===== src/rtl/frame_pkg.sv =====
// rtl/frame_pkg.sv - shared framing constants for the single-wire transmitter and receiver
package frame_pkg;

    localparam logic [7:0] FRAME_HEADER = 8'hA5;
    localparam int         FRAME_BITS   = 8;
    localparam logic [2:0] LAST_BIT     = 3'(FRAME_BITS - 1);

    localparam logic [1:0] ST_IDLE = 2'd0;
    localparam logic [1:0] ST_HEAD = 2'd1;
    localparam logic [1:0] ST_BODY = 2'd2;
    localparam logic [1:0] ST_GAP  = 2'd3;

endpackage


===== src/rtl/xmit_if.sv =====
// rtl/xmit_if.sv - parallel writer and serial line signals of the frame transmitter
interface xmit_if;

    logic [7:0] data_in;
    logic       writing;
    logic       data_out;
    logic       full;
    logic       busy;
    logic       done;
    logic       overrun;

    modport master (
        output data_in, writing,
        input  data_out, full, busy, done, overrun
    );

    modport slave (
        input  data_in, writing,
        output data_out, full, busy, done, overrun
    );

endinterface


===== src/rtl/xmit.sv =====
// rtl/xmit.sv - serial frame transmitter: one-entry holding register, header + payload shifted MSB first
module xmit
    import frame_pkg::*;
#(
    parameter logic [7:0] HEADER = FRAME_HEADER,
    parameter int         GAP    = 0
) (
    input  logic   clock,
    input  logic   reset,
    xmit_if.slave  port_if
);

    localparam int             GW       = (GAP > 0) ? $clog2(GAP + 1) : 1;
    localparam logic [GW-1:0]  GAP_LAST = GW'((GAP > 0) ? GAP - 1 : 0);

    logic [1:0]    state_q, state_d;
    logic [2:0]    cnt_q, cnt_d;
    logic [GW-1:0] gcnt_q, gcnt_d;
    logic [7:0]    hold_q, hold_d;
    logic [7:0]    shift_q, shift_d;
    logic          full_q, full_d;
    logic          overrun_q, overrun_d;
    logic          data_out_q, data_out_d;
    logic          done_q, done_d;
    logic          load, accept, drop;

    // A frame boundary frees the holding register in the same cycle, so a write there is accepted.
    always_comb begin
        load   = full_q && ((state_q == ST_IDLE) ||
                            (state_q == ST_BODY && cnt_q == LAST_BIT && GAP == 0) ||
                            (state_q == ST_GAP && gcnt_q == GAP_LAST));
        accept = port_if.writing && (!full_q || load);
        drop   = port_if.writing && full_q && !load;
    end

    always_comb begin
        state_d   = state_q;
        cnt_d     = cnt_q;
        gcnt_d    = gcnt_q;
        hold_d    = hold_q;
        shift_d   = shift_q;
        full_d    = full_q;
        overrun_d = overrun_q;

        if (accept) begin
            hold_d    = port_if.data_in;
            overrun_d = 1'b0;
        end else if (drop) begin
            overrun_d = 1'b1;
        end

        if (load)        full_d = accept;
        else if (accept) full_d = 1'b1;

        case (state_q)
            ST_HEAD: begin
                if (cnt_q == LAST_BIT) begin
                    state_d = ST_BODY;
                    cnt_d   = 3'd0;
                end else begin
                    cnt_d = cnt_q + 3'd1;
                end
            end
            ST_BODY: begin
                if (cnt_q == LAST_BIT) begin
                    state_d = (GAP > 0) ? ST_GAP : ST_IDLE;
                    gcnt_d  = '0;
                end else begin
                    cnt_d = cnt_q + 3'd1;
                end
            end
            ST_GAP: begin
                if (gcnt_q == GAP_LAST) state_d = ST_IDLE;
                else                    gcnt_d  = gcnt_q + 1'b1;
            end
            default: ;
        endcase

        if (load) begin
            shift_d = hold_q;
            state_d = ST_HEAD;
            cnt_d   = 3'd0;
        end
    end

    // The line is registered, so it is driven from the state being entered.
    always_comb begin
        data_out_d = 1'b0;
        case (state_d)
            ST_HEAD: data_out_d = HEADER[LAST_BIT - cnt_d];
            ST_BODY: data_out_d = shift_d[LAST_BIT - cnt_d];
            default: data_out_d = 1'b0;
        endcase
        done_d = (state_d == ST_BODY) && (cnt_d == LAST_BIT);
    end

    always_ff @(posedge clock) begin
        if (reset) begin
            state_q    <= ST_IDLE;
            cnt_q      <= 3'd0;
            gcnt_q     <= '0;
            full_q     <= 1'b0;
            overrun_q  <= 1'b0;
            data_out_q <= 1'b0;
            done_q     <= 1'b0;
        end else begin
            state_q    <= state_d;
            cnt_q      <= cnt_d;
            gcnt_q     <= gcnt_d;
            full_q     <= full_d;
            overrun_q  <= overrun_d;
            data_out_q <= data_out_d;
            done_q     <= done_d;
        end
    end

    always_ff @(posedge clock) begin
        hold_q  <= hold_d;
        shift_q <= shift_d;
    end

    assign port_if.data_out = data_out_q;
    assign port_if.full     = full_q;
    assign port_if.busy     = (state_q != ST_IDLE);
    assign port_if.done     = done_q;
    assign port_if.overrun  = overrun_q;

endmodule

===== src/flat_wrapper.sv =====
// flat-port wrapper written by rule: the top's interface ports become plain ports
module xmit_flat import frame_pkg::*;
#(
    parameter logic [7:0] HEADER = FRAME_HEADER,
    parameter int         GAP    = 0
)
  (clock, reset, port_if_data_in, port_if_writing, port_if_data_out, port_if_full, port_if_busy, port_if_done, port_if_overrun);
  xmit_if port_if_i ();
  input  logic clock;
  input  logic reset;
  input wire logic [$bits(port_if_i.data_in)-1:0] port_if_data_in;
  input wire logic [$bits(port_if_i.writing)-1:0] port_if_writing;
  output wire logic [$bits(port_if_i.data_out)-1:0] port_if_data_out;
  output wire logic [$bits(port_if_i.full)-1:0] port_if_full;
  output wire logic [$bits(port_if_i.busy)-1:0] port_if_busy;
  output wire logic [$bits(port_if_i.done)-1:0] port_if_done;
  output wire logic [$bits(port_if_i.overrun)-1:0] port_if_overrun;
  assign port_if_i.data_in = port_if_data_in;
  assign port_if_i.writing = port_if_writing;
  assign port_if_data_out = port_if_i.data_out;
  assign port_if_full = port_if_i.full;
  assign port_if_busy = port_if_i.busy;
  assign port_if_done = port_if_i.done;
  assign port_if_overrun = port_if_i.overrun;
  xmit #(.HEADER(HEADER), .GAP(GAP)) u_core (.clock(clock), .reset(reset), .port_if(port_if_i));
endmodule

===== config.mk =====
export PLATFORM = sky130hd
export DESIGN_NAME = xmit_flat
export DESIGN_NICKNAME = d
export VERILOG_FILES = /design/src/rtl/frame_pkg.sv /design/src/rtl/xmit_if.sv /design/src/rtl/xmit.sv /design/src/flat_wrapper.sv
export SDC_FILE = /design/constraint.sdc
export NUM_CORES = 1
export LEC_CHECK = 0
export CAP_MARGIN = 10
export CORE_ASPECT_RATIO = 1.75
export CORE_MARGIN = 3
export CORE_UTILIZATION = 35
export DETAILED_ROUTE_END_ITERATION = 8
export PLACE_DENSITY = 0.59
export REMOVE_ABC_BUFFERS = 1
export SYNTH_ARGS = -nofsm -noshare
export SYNTH_HDL_FRONTEND = slang
export SYNTH_SLANG_ARGS = --single-unit

===== constraint.sdc =====
create_clock -name clock -period 3.52 [get_ports clock]
set_input_delay 0.528 -clock clock [delete_from_list [all_inputs] [get_ports clock]]
set_output_delay 0.528 -clock clock [all_outputs]
set_load 0.05 [all_outputs]

### After elaboration in Yosys (flattened, before gate mapping)

Memories as Yosys holds them, arrays and structs flattened.
Cells that the tools add are included.

| word-level totals | value |
|---|---|
| word-level logic and storage cells | 60 |
| memory bits (read-only) | 8 |
| bits in registers | 26 |
| input bits | 11 |
| output and inout bits | 5 |
| memories kept | 1 |

Memory list:

| name | depth | width | rd ports | clocked after Yosys merged registers in | wr ports | RTL line | RTL |
|---|---|---|---|---|---|---|---|
| (name not given) | 8 | 1 | 1 | 0 | 0 | xmit.sv:90 | `ST_HEAD: data_out_d = HEADER[LAST_BIT - cnt_d];` |

| cells by class | value |
|---|---|
| magnitude comparators | 1 |
| add/sub/neg operators | 3 |
| reduce and logical (&&, ||, !) cells | 18 |
| bitwise gates (word level) | 1 |
| multiplexer cells | 19 |
| equal/unequal tests | 8 |

Operators with widths:

| operator | number |
|---|---|
| $mux 3 | 3 |
| $mux 2 | 4 |
| $mux 8 | 1 |
| $logic_and 1x1->1 | 7 |
| $eq 2x2->1 const B | 3 |
| $eq 3x3->1 const B | 2 |
| $mux 1 | 6 |
| $pmux 2 s3 | 1 |
| $pmux 3 s2 | 1 |
| $reduce_bool 2->1 | 3 |
| $eq 2x1->1 const B | 2 |
| $lt 3x4->1 const B | 1 |
| $pmux 1 s2 | 2 |
| $add 3x1->3 const B | 1 |
| $bmux 1 s3 | 1 |
| $logic_or 1x1->1 | 3 |
| $sub 3x3->3 const A | 1 |
| $logic_not 1->1 | 2 |
| $logic_not 2->1 | 1 |
| $ne 2x2->1 const B | 1 |
| $reduce_and 2->1 | 1 |
| $reduce_or 2->1 | 1 |
| $add 1x1->1 const B | 1 |
| $not 1->1 | 1 |

### Longest topological paths before layout

| depth | value |
|---|---|
| word-level depth | 10 |
| mapped depth | 12 |
| mapped depth without buffers | 11 |

### Worst setup path after synthesis

No wires, ideal clock.

| timing path | value |
|---|---|
| path type | register to register |
| start point | reg u_core.cnt_q[0] |
| end point | reg u_core.data_out_q, in the netlist u_core.port_if.data_out |
| setup slack | 820 ps |
| path buffers | 1 |
| arrival time | 2565 ps |
| data required time | 3385 ps |
| period minus slack after synthesis | 2700 ps |
| library setup time | 135 ps |
| stages on the path, launching flop included | 13 |
| path through | dfxtp_1 ha_1 ha_1 a211oi_1 nand2b_1 buf_2 and2_1 ha_1 nor2_1 nand2_1 nor3_1 and4_1 or4_4 |

| on the way | value |
|---|---|
| cells in the longest elaborated chain, start to end | 10 |
| elaborated cells between the ends (all ways) | 23 |
| those cells by class | add/sub: 2; eq/ne: 3; mux: 13; reduce/logical: 4; memory: 1 |

Ends and longest elaborated chain:

| item | RTL line | RTL |
|---|---|---|
| start, declared | xmit.sv:17 | `logic [2:0] cnt_q, cnt_d;` |
| start signal, assigned | xmit.sv:108 | `cnt_q <= cnt_d;` |
| branches (longest 9 deep; another with $add 3x1->3) | -- |  |
| $pmux 1 s2 * | xmit.sv:89 | `case (state_d)` |
| end signal, assigned | xmit.sv:112 | `data_out_q <= data_out_d;` |
| end, declared | xmit.sv:23 | `logic data_out_q, data_out_d;` |

Every way passes the cells marked *. The select of a mux whose other input is x is not followed.
A chain may end at the register's enable or synchronous reset.

### Final worst setup path

Same ends and word-level chain as after synthesis.

==> run_summary.xml <==
<?xml version="1.0" encoding="UTF-8"?>
<metrics>
  <group name="worst_hold_path">
    <metric name="hold_path_end" unit="">u_core.shift_q[2]$_DFF_P_</metric>
    <metric name="hold_class" unit="">reg2reg</metric>
    <metric name="hold_path.startpoint" unit="">u_core.hold_q[2]$_DFFE_PP_</metric>
    <metric name="hold_path_depth" unit="">2</metric>
  </group>
  <group name="cts">
    <metric name="cts-root-to-sink-buffers" unit="">2</metric>
    <metric name="cts_made_buffers" unit="">3</metric>
    <metric name="clk-insertion-delay-late" unit="ns">0.27</metric>
    <metric name="clk_transition_reported_paths" unit="ns">0.08</metric>
    <metric name="clock_sinks" unit="">25</metric>
    <metric name="htreeDepth" unit="">1</metric>
    <metric name="cts-resized-gates" unit="">0</metric>
    <metric name="root_buffer" unit="">sky130_fd_sc_hd__clkbuf_8</metric>
    <metric name="holdBufCountCts" unit="">0</metric>
    <metric name="tritoncts" unit="">yes</metric>
    <metric name="post-cts-setup-buffers" unit="">0</metric>
  </group>
  <group name="cells_and_area">
    <metric name="layout-drive-gt1-share" unit="%">7.69</metric>
    <metric name="area.growth.synth_to_final" unit="%">20.0</metric>
    <metric name="insertedDiodeCount" unit="">0</metric>
    <metric name="final_net_count" unit="">165</metric>
  </group>
  <group name="worst_setup_path">
    <metric name="timing.critical_path.arrival" unit="ns">3.17</metric>
    <metric name="crit_reg_reg_endpoint" unit="">u_core.port_if.data_out$_SDFF_PP0_</metric>
    <metric name="largest_driver_fanout_on_the_critical_path" unit="">9</metric>
    <metric name="critical_path.endpoint_type" unit="">flip-flop</metric>
    <metric name="regToRegSetupSlack" unit="ns">0.50</metric>
    <metric name="critPathRequiredTime" unit="ns">3.67</metric>
    <metric name="worstSetupPathType" unit="">reg2reg</metric>
    <metric name="reg2reg_from" unit="">u_core.cnt_q[0]$_SDFF_PP0_</metric>
    <metric name="critical_path_source_type" unit="">flip-flop</metric>
    <metric name="logic_depth_of_the_worst_register_to_register_path" unit="">11</metric>
  </group>
  <group name="run_status">
    <metric name="run_status" unit="">completed</metric>
  </group>
  <group name="power">
    <metric name="part_of_the_power_in_combinational_logic" unit="%">17.7</metric>
    <metric name="power.net_switching" unit="W">0.000159</metric>
    <metric name="cell_internal_pwr" unit="W">0.000456</metric>
    <metric name="ir_worst_vdd" unit="V">0.000227</metric>
    <metric name="clockPowerShare" unit="%">27.1</metric>
    <metric name="seqPwrFrac" unit="%">55.2</metric>
    <metric name="power.density" unit="nW/µm²">422</metric>
    <metric name="switching_share_of_power" unit="%">25.8</metric>
    <metric name="p_leak" unit="nW">0.572</metric>
  </group>
  <group name="drt">
    <metric name="detail_route.drc_violations" unit="">0</metric>
    <metric name="firstDrtPassIters" unit="">4</metric>
    <metric name="first_iter_violations" unit="">15</metric>
    <metric name="vias_per_cell" unit="">4.87</metric>
    <metric name="ant_nets" unit="">0</metric>
    <metric name="dr_total_vias" unit="">905</metric>
    <metric name="drt_wl_total" unit="µm">2260</metric>
    <metric name="routed_wire_length_per_instance" unit="µm">12.2</metric>
  </group>
  <group name="synth">
    <metric name="synth_top_area_share" unit="%">28.1</metric>
    <metric name="synth_most_common_cell" unit="">sky130_fd_sc_hd__nand2_1</metric>
    <metric name="number_of_standard_cells_after_synthesis" unit="">127</metric>
    <metric name="synth-warning-count" unit="">0</metric>
    <metric name="yosys-top-cells-area" unit="">sky130_fd_sc_hd__dfxtp_1, sky130_fd_sc_hd__edfxtp_1, sky130_fd_sc_hd__ha_1</metric>
    <metric name="synth-edff-count" unit="">8</metric>
    <metric name="synth_top_area_cell" unit="">sky130_fd_sc_hd__dfxtp_1</metric>
    <metric name="synthesis.area_per_instance" unit="µm²">9.55</metric>
    <metric name="post_synthesis_sequential_area_ratio" unit="%">47.9</metric>
    <metric name="synth.distinct_cells" unit="">34</metric>
    <metric name="synth_area" unit="µm²">1210</metric>
    <metric name="ys_dominant_reg_cell" unit="">sky130_fd_sc_hd__dfxtp_1</metric>
    <metric name="synth_seq_cells" unit="">25</metric>
    <metric name="synth-async-reset-ratio" unit="%">0</metric>
    <metric name="synth_commonest_cells" unit="">sky130_fd_sc_hd__nand2_1, sky130_fd_sc_hd__dfxtp_1, sky130_fd_sc_hd__inv_1</metric>
  </group>
  <group name="die">
    <metric name="start_util" unit="%">37.4</metric>
    <metric name="placementRows" unit="">27</metric>
    <metric name="fp.dieArea" unit="µm²">4230</metric>
    <metric name="core-area" unit="µm²">3240</metric>
    <metric name="num_io_pins" unit="">16</metric>
    <metric name="die_height" unit="µm">83.9</metric>
    <metric name="die_w" unit="µm">50.5</metric>
  </group>
  <group name="global_route">
    <metric name="grt_antenna_before_repair" unit="">0</metric>
    <metric name="maximum_number_of_pins_on_one_net_before_global_route_repair" unit="">16</metric>
    <metric name="first_global_vias" unit="">866</metric>
    <metric name="global_route_wire_length_before_repair" unit="µm">3830</metric>
    <metric name="grt_use_total" unit="%">11.8</metric>
    <metric name="overflow" unit="">0</metric>
  </group>
  <group name="placement">
    <metric name="dp_hpwl" unit="µm">1730</metric>
    <metric name="place_congestion" unit="">0.768</metric>
    <metric name="buffer_ports.inserted" unit="">15</metric>
  </group>
  <group name="sta">
    <metric name="skew" unit="ns">0.00139</metric>
    <metric name="setup_viol" unit="">0</metric>
    <metric name="maxSlewHeadroom" unit="%">65.3</metric>
    <metric name="final_hold_viol_count" unit="">0</metric>
    <metric name="maximum_frequency_from_static_timing_analysis" unit="MHz">331</metric>
    <metric name="rsz0062_at_grt" unit="">false</metric>
    <metric name="max_slew.worst_pin.slew" unit="ns">0.518</metric>
    <metric name="fin_setup_tns" unit="ns">0</metric>
    <metric name="worst_hold_slack" unit="ns">0.438</metric>
    <metric name="period_share" unit="%">85.8</metric>
    <metric name="timing.final.max_slew_violations" unit="">0</metric>
    <metric name="finalWorstPathRequiredPeriod" unit="ns">3.02</metric>
  </group>
  <group name="job">
    <metric name="max_cap_viol_count" unit="">0</metric>
  </group>
</metrics>
==> power groups by stage <==
stage               sequential (W)  clock (W)  combinational [W]
floorplan                 0.000347          0          0.0000702
global placement          0.000346          0           0.000109
detailed placement        0.000347          0           0.000109
CTS                       0.000340   0.000173           0.000110
global route              0.000342   0.000182           0.000124
finish                    0.000339   0.000167           0.000109
==> flip-flops by register name, indices dropped and copies added (netlist names) <==
register,count
u_core.hold_q,8
u_core.state_q,2
u_core.port_if.data_out,1
u_core.port_if.done,1
u_core.cnt_q,3
u_core.port_if.full,1
u_core.shift_q,8
u_core.port_if.overrun,1
==> stage by stage <==
step | instances | instance area (µm²) | setup slack [ns] | total power, W | utilization, %
after floorplan | 122 | 1190 | 0.706 | 0.000417 | -
after global placement | 182 | 1410 | 0.590 | 0.000455 | 43.5
after detailed placement | 182 | 1410 | 0.524 | 0.000456 | 43.5
after CTS | 186 | 1460 | 0.499 | 0.000623 | 44.9
after global routing | 186 | 1460 | 0.265 | 0.000647 | 44.9
final | 186 | 1460 | 0.501 | 0.000615 | 44.9
==> metal layers <==
layer | part of all wire, % | vias to the layer above | wire length, µm | GRT usage (%)
met5 | 0 | - | 0 | 0
met2 | 53 | 12 | 1190 | 20.2
met3 | 2.7 | 6 | 61 | 1.79
met4 | 3.3 | 0 | 74 | 8.82
li1 | - | 466 | - | -
met1 | 41 | 421 | 939 | 12.3
==> how the worst max path moves through the flow <==
stage | startpoint | slack [ns] | cells after the start | end
CTS | u_core.cnt_q[0]$_SDFF_PP0_ | 0.50 | 11 | u_core.port_if.data_out$_SDFF_PP0_
finish | u_core.cnt_q[0]$_SDFF_PP0_ | 0.50 | 11 | u_core.port_if.data_out$_SDFF_PP0_
detailed placement | u_core.cnt_q[0]$_SDFF_PP0_ | 0.52 | 11 | u_core.port_if.data_out$_SDFF_PP0_
floorplan | u_core.cnt_q[0]$_SDFF_PP0_ | 0.71 | 11 | u_core.port_if.data_out$_SDFF_PP0_
global route | u_core.cnt_q[0]$_SDFF_PP0_ | 0.27 | 11 | u_core.port_if.data_out$_SDFF_PP0_
global placement | u_core.cnt_q[0]$_SDFF_PP0_ | 0.59 | 11 | u_core.port_if.data_out$_SDFF_PP0_
==> critical path: stages (launching register included) <==
cell                       delay (ns)
sky130_fd_sc_hd__dfxtp_1         0.35
sky130_fd_sc_hd__ha_1            0.23
sky130_fd_sc_hd__ha_1            0.25
sky130_fd_sc_hd__a211oi_1        0.47
sky130_fd_sc_hd__nand2b_1        0.36
sky130_fd_sc_hd__and2_1          0.23
sky130_fd_sc_hd__ha_1            0.14
sky130_fd_sc_hd__nor2_1          0.07
sky130_fd_sc_hd__nand2_1         0.09
sky130_fd_sc_hd__nor3_1          0.04
sky130_fd_sc_hd__and4_1          0.19
sky130_fd_sc_hd__or4_4           0.49
==> cell usage in the layout, fill, tap and decap left out, drive strengths merged <==
master / netlist / final
nand2: 22 / 22
dfxtp: 17 / 17
clkdlybuf4s50: 0 / 15
inv: 12 / 12
ha: 10 / 10
edfxtp: 8 / 8
o21ai: 7 / 7
nor2: 7 / 7
a21oi: 4 / 4
nand2b: 4 / 4
clkbuf: 3 / 4
nor2b: 3 / 3
a211oi: 3 / 3
a31oi: 3 / 3
nor3b: 2 / 2
nor3: 2 / 2
and4: 2 / 2
nand3: 2 / 2
buf: 2 / 2
o21ba: 1 / 1
and2: 1 / 1
a21boi: 1 / 1
a21bo: 1 / 1
a32o: 1 / 1
a31o: 1 / 1
mux2i: 1 / 1
a311oi: 1 / 1
nand4: 1 / 1
a211o: 1 / 1
nand3b: 1 / 1
o211ai: 1 / 1
xnor2: 1 / 1
or4: 1 / 1
==> logic make-up (layout without fill, tap and decap cells) <==
family                     Yosys count  in the layout  synth area share, %
muxes                                1              1                0.826
buffers and inverters               17             33                 5.47
DFF                                 25             25                 47.9
xor gates and xnor gates             1              1                0.723
AOI/OAI and AO/OA                   25             25                 15.1
adders and majority gates           10             10                 10.3
and+or+nand+nor                     48             48                 19.7
==> layout make-up <==
class | instances | area [µm²]
tap | 43 | 53.8
sequential | 25 | 581
multi-input combinational | 85 | 566
timing repair buffer | 17 | 165
inverter | 12 | 45.0
fill | 315 | 1790
clock buffer | 4 | 45.0
No activity file was read; power rests on OpenSTA's default activity.
